===== src/rtl/matrix_keypad_scanner_pkg.sv =====
// Shared definitions for the matrix keypad scanner: FSM state encoding
// and the helper used to size codes and counters from the parameters.
package keypad_pkg;

    typedef enum logic [1:0] {
        SCAN,
        DEBOUNCE,
        WAIT_RELEASE
    } state_t;

    // Bits needed to hold values 0..n-1, never less than one bit.
    function automatic int unsigned width_for(input int unsigned n);
        return (n <= 2) ? 1 : $clog2(n);
    endfunction

endpackage


===== src/rtl/matrix_keypad_scanner_sync_2ff.sv =====
// Two-flop synchronizer for asynchronous level inputs.
module sync_2ff #(
    parameter int unsigned WIDTH = 1
) (
    input  logic             clk,
    input  logic             reset,
    input  logic [WIDTH-1:0] d,
    output logic [WIDTH-1:0] q
);

    logic [WIDTH-1:0] meta;

    always_ff @(posedge clk) begin
        if (reset) begin
            meta <= '0;
            q    <= '0;
        end else begin
            meta <= d;
            q    <= meta;
        end
    end

endmodule


===== src/rtl/matrix_keypad_scanner.sv =====
// Row-scanning keypad controller: rotates a one-hot row drive, debounces
// press and release of one key at a time, and offers it on a valid/ready port.
module matrix_keypad_scanner
    import keypad_pkg::*;
#(
    parameter int unsigned ROWS            = 4,
    parameter int unsigned COLS            = 4,
    parameter int unsigned SCAN_DIV        = 50000,
    parameter int unsigned DEBOUNCE_CYCLES = 500000
) (
    input  logic                                clk,
    input  logic                                reset,
    input  logic [COLS-1:0]                     col_sense,
    input  logic                                key_ready,
    output logic [ROWS-1:0]                     row_drive,
    output logic [width_for(ROWS*COLS)-1:0]     key_code,
    output logic                                key_valid,
    output logic                                key_overrun
);

    localparam int unsigned CODE_W  = width_for(ROWS * COLS);
    localparam int unsigned ROW_W   = width_for(ROWS);
    localparam int unsigned COL_W   = width_for(COLS);
    localparam int unsigned DWELL_W = width_for(SCAN_DIV);
    localparam int unsigned DEB_W   = width_for(DEBOUNCE_CYCLES);

    localparam logic [ROW_W-1:0]   ROW_LAST   = ROW_W'(ROWS - 1);
    localparam logic [DWELL_W-1:0] DWELL_LAST = DWELL_W'(SCAN_DIV - 1);
    localparam logic [DEB_W-1:0]   DEB_LAST   = DEB_W'(DEBOUNCE_CYCLES - 1);

    logic [COLS-1:0]    col_s;
    state_t             state;
    logic [ROW_W-1:0]   row_idx;
    logic [ROW_W-1:0]   next_row_idx;
    logic [COL_W-1:0]   key_col;
    logic [COL_W-1:0]   low_col;
    logic [DWELL_W-1:0] dwell_cnt;
    logic [DEB_W-1:0]   deb_cnt;
    logic [CODE_W-1:0]  new_code;
    logic               col_hit;

    sync_2ff #(.WIDTH(COLS)) u_sync (
        .clk   (clk),
        .reset (reset),
        .d     (col_sense),
        .q     (col_s)
    );

    always_comb begin
        logic found;
        found   = 1'b0;
        low_col = '0;
        for (int unsigned i = 0; i < COLS; i++) begin
            if (col_s[i] && !found) begin
                low_col = COL_W'(i);
                found   = 1'b1;
            end
        end
    end

    assign next_row_idx = (row_idx == ROW_LAST) ? '0 : row_idx + 1'b1;
    assign col_hit      = col_s[key_col];
    assign new_code     = CODE_W'(int'(row_idx) * int'(COLS) + int'(key_col));

    always_ff @(posedge clk) begin
        if (reset) begin
            state       <= SCAN;
            row_idx     <= '0;
            row_drive   <= ROWS'(1);
            dwell_cnt   <= '0;
            deb_cnt     <= '0;
            key_col     <= '0;
            key_code    <= '0;
            key_valid   <= 1'b0;
            key_overrun <= 1'b0;
        end else begin
            // A load in DEBOUNCE below overrides this clear in the same cycle.
            if (key_valid && key_ready)
                key_valid <= 1'b0;

            case (state)
                SCAN: begin
                    if (dwell_cnt == DWELL_LAST) begin
                        dwell_cnt <= '0;
                        if (|col_s) begin
                            key_col <= low_col;
                            deb_cnt <= '0;
                            state   <= DEBOUNCE;
                        end else begin
                            row_idx   <= next_row_idx;
                            row_drive <= {row_drive[ROWS-2:0], row_drive[ROWS-1]};
                        end
                    end else begin
                        dwell_cnt <= dwell_cnt + 1'b1;
                    end
                end

                DEBOUNCE: begin
                    if (!col_hit) begin
                        deb_cnt   <= '0;
                        state     <= SCAN;
                        row_idx   <= next_row_idx;
                        row_drive <= {row_drive[ROWS-2:0], row_drive[ROWS-1]};
                    end else if (deb_cnt == DEB_LAST) begin
                        deb_cnt <= '0;
                        state   <= WAIT_RELEASE;
                        if (!key_valid || key_ready) begin
                            key_code  <= new_code;
                            key_valid <= 1'b1;
                        end else begin
                            key_overrun <= 1'b1;
                        end
                    end else begin
                        deb_cnt <= deb_cnt + 1'b1;
                    end
                end

                WAIT_RELEASE: begin
                    if (col_hit) begin
                        deb_cnt <= '0;
                    end else if (deb_cnt == DEB_LAST) begin
                        deb_cnt   <= '0;
                        state     <= SCAN;
                        row_idx   <= next_row_idx;
                        row_drive <= {row_drive[ROWS-2:0], row_drive[ROWS-1]};
                    end else begin
                        deb_cnt <= deb_cnt + 1'b1;
                    end
                end

                default: state <= SCAN;
            endcase
        end
    end

endmodule


===== config.mk =====
export PLATFORM = sky130hd
export DESIGN_NAME = matrix_keypad_scanner
export DESIGN_NICKNAME = d
export VERILOG_FILES = /design/src/rtl/matrix_keypad_scanner_pkg.sv /design/src/rtl/matrix_keypad_scanner_sync_2ff.sv /design/src/rtl/matrix_keypad_scanner.sv
export SDC_FILE = /design/constraint.sdc
export NUM_CORES = 1
export LEC_CHECK = 0
export CORE_ASPECT_RATIO = 0.8
export CORE_MARGIN = 2
export CORE_UTILIZATION = 45
export CTS_BUF_LIST = sky130_fd_sc_hd__clkbuf_16
export DETAILED_ROUTE_END_ITERATION = 6
export GPL_ROUTABILITY_DRIVEN = 1
export GPL_TIMING_DRIVEN = 0
export REMOVE_ABC_BUFFERS = 1
export SYNTH_ARGS = -nofsm -noshare
export SYNTH_HDL_FRONTEND = slang
export SYNTH_SLANG_ARGS = --single-unit
export TNS_END_PERCENT = 1

===== constraint.sdc =====
create_clock -name clk -period 4.8 [get_ports clk]
set_input_delay 0.48 -clock clk [delete_from_list [all_inputs] [get_ports clk]]
set_output_delay 0.48 -clock clk [all_outputs]
set_load 0.005 [all_outputs]

==> flow_metrics.tcl <==
set metrics [dict create \
    outcome "completed" \
    vias_per_cell 5.57 \
    min_path_cells 1 \
    skew_ps 6.74 \
    grt_pass1_vias 2035 \
    ys_seq_elements 59 \
    vias 2430 \
    die-width_microns 93.2 \
    total_power_uw 1330 \
    clk_pin_slew_ps 50 \
    max-slew-margin-rel_pct 16.3 \
    critPathTopFamily "buffers and inverters" \
    p_int_uw 1040 \
    layout-drive-gt1-share_pct 7.89 \
    cp.depth 4 \
    post-route-period-util_pct 62.7 \
    slowest_stage "clkdlybuf4s50_1" \
    holdBufCountCts 0 \
    cts_setup_buffers 0 \
    endpoint_kind "register" \
    post_drt_wl_per_cell_microns 13.5 \
    ff2ff_path_depth 5 \
    cap_violations 0 \
    drt_first_pass_iters 4 \
    syn_inst 337 \
    synthTopCellsByCount "dfxtp_1 (59), nor2_1 (32), a21oi_1 (27)" \
    synth_edf_count 0 \
    antenna_found_initial 0 \
    post-route-min-period_ps 3010 \
    switching_share_pct 21.9 \
    num_io_pins 17 \
    synth-main-ff-cell "dfxtp_1" \
    die-height_microns 75.4 \
    path_buf_inv 2 \
    drt_wl_total_mm 5.90 \
    yosysUniqueCellTypes 53 \
    cts-root-buf "clkbuf_16" \
    setup_viol 0 \
    netlist.area_leader.share_pct 41.2 \
    cp_max_fo 34 \
    p_clk_share_pct 53.8 \
    p_comb_share_pct 7.5 \
    tns_ps 0 \
    initial_utilization_pct 47.5 \
    synthArstFlopShare_pct 0 \
    die_area_sq_um 7030 \
    ir_drop_uv 203 \
    synth_top_area_cell "dfxtp_1" \
    synth_most_common_cell "dfxtp_1" \
    num_rows 25 \
    ant_nets 0 \
    coreArea_sq_um 6040 \
    diodes 0 \
    synth_area_leaders "dfxtp_1 (41%), a21oi_1 (4.7%), nor2_1 (4.2%)" \
    cpPeakStageDelay_ps 1300 \
    layout.nets 364 \
    grt_pass1_wl_mm 9.85 \
    cp.arrival_ps 3180 \
    portBuffers 16 \
    grt_start_max_net_pins 35 \
    initialDrtViolationCount 165 \
    area_growth_pct 18.4 \
    route.detailed.drc 0 \
    start_kind "input port" \
    power_density_nw_per_um2 393 \
    clkLatencyLatePin_ps 320 \
    rsz0062_at_grt "false" \
    hold_path_class "register to register" \
    fin_ws_ps 1790 \
    drv_slew 0 \
    yosysWarnings 0 \
    cts.repair.resized 0 \
    routabilityCongestion 0.814 \
    p_sw_uw 292 \
    dp_hpwl_mm 4.03 \
    leakagePower_uw 0.00113 \
    fin_hold_ws_ps 433 \
    pre_cts_slack_ps 1420 \
    overflow 0 \
    cp.required_ps 4970 \
    cts.htree.levels 3 \
    seq_power_share_pct 38.7 \
    cts_tree "built" \
    fmax_mhz 332 \
    worstSetupPathType "input port to register" \
    cts_buffer_depth 2 \
    ys_seq_area_share_pct 41.2 \
    track_usage_pct 18.4 \
    syn_area_per_cell_sq_um 8.51 \
    hold_viol 0 \
    cts_sinks 59 \
    syn_area_sq_um 2870 \
    cts_buffers 9 \
    fin_util_pct 56.2 \
    path_cells "clkdlybuf4s50_1, clkinv_1, o21ai_1, nor2_1" \
    worst_slew_pin_slew_ps 1250 \
]
layout by cell type, fill, tap and decap left out, drive strengths merged, types with 9 or more instances in the layout:
master and instances:
or4 10, nand2 23, inv 15, nand3 17, nor2b 11, nor2 32, clkdlybuf4s50 16, dfxtp 59
o21ai 24, or3 10, a21oi 28, nand4 11, clkbuf 9
sequential cells by signal (all words and copies together) (netlist names):
register / count
row_drive: 4
key_col: 2
u_sync.meta: 4
key_code: 4
key_overrun: 1
key_valid: 1
deb_cnt: 19
u_sync.q: 4
state: 2
dwell_cnt: 16
row_idx: 2
metrics by stage:
step / area [sq um] / std cells
after floorplan: 2800 / 323
after global placement: 3060 / 420
after detailed placement: 3060 / 420
after CTS: 3390 / 436
after global routing: 3390 / 436
final: 3390 / 436
worst paths after layout:
kind	start	end	slack, ps
worst max register to register	dwell_cnt[4]$_SDFFE_PP0P_	row_idx[0]$_SDFFE_PP0P_	1970
worst min register to register	u_sync.meta[2]$_SDFF_PP0_	u_sync.q[2]$_SDFF_PP0_	430
worst max-delay path	reset	dwell_cnt[3]$_SDFFE_PP0P_	1790
worst min-delay path	u_sync.meta[2]$_SDFF_PP0_	u_sync.q[2]$_SDFF_PP0_	430
area by class of cell:
class | count | area [sq um]
clock buffers | 9 | 225
inverters | 14 | 52.6
fillers | 539 | 2640
well taps | 81 | 101
clock inverters | 7 | 109
repair buffers | 16 | 160
multi-input cells | 250 | 1560
flip-flops and latches | 59 | 1180
power groups by stage:
stage	Clock, uW	Sequential (uW)	Combinational, uW
after global routing	754	518	115
after global placement	0	526	99.0
after floorplan	0	524	68.6
after detailed placement	0	526	99.2
final	717	516	100
after CTS	732	516	100
kinds of logic after synthesis:
group / share of synthesized area (%)
buffers and inverters: 4.23
AO/OA/AOI/OAI: 17.9
AND/OR/NAND/NOR: 27.6
adder cells (fa/ha/maj): 3.06
flip-flops: 41.2
multiplexers: 2.92
XOR/XNOR: 3.06
metal layers:
| metal | share of wire, % | global-route usage, % | vias up |
|---|---|---|---|
| met3 | 4.0 | 6.33 | 4 |
| met1 | 55 | 26.3 | 1114 |
| met4 | 0.81 | 6.86 | 0 |
| li1 | - | - | 1263 |
| met5 | 0 | 0 | - |
| met2 | 40 | 25.7 | 49 |
Power figures use the tool's default switching activity.
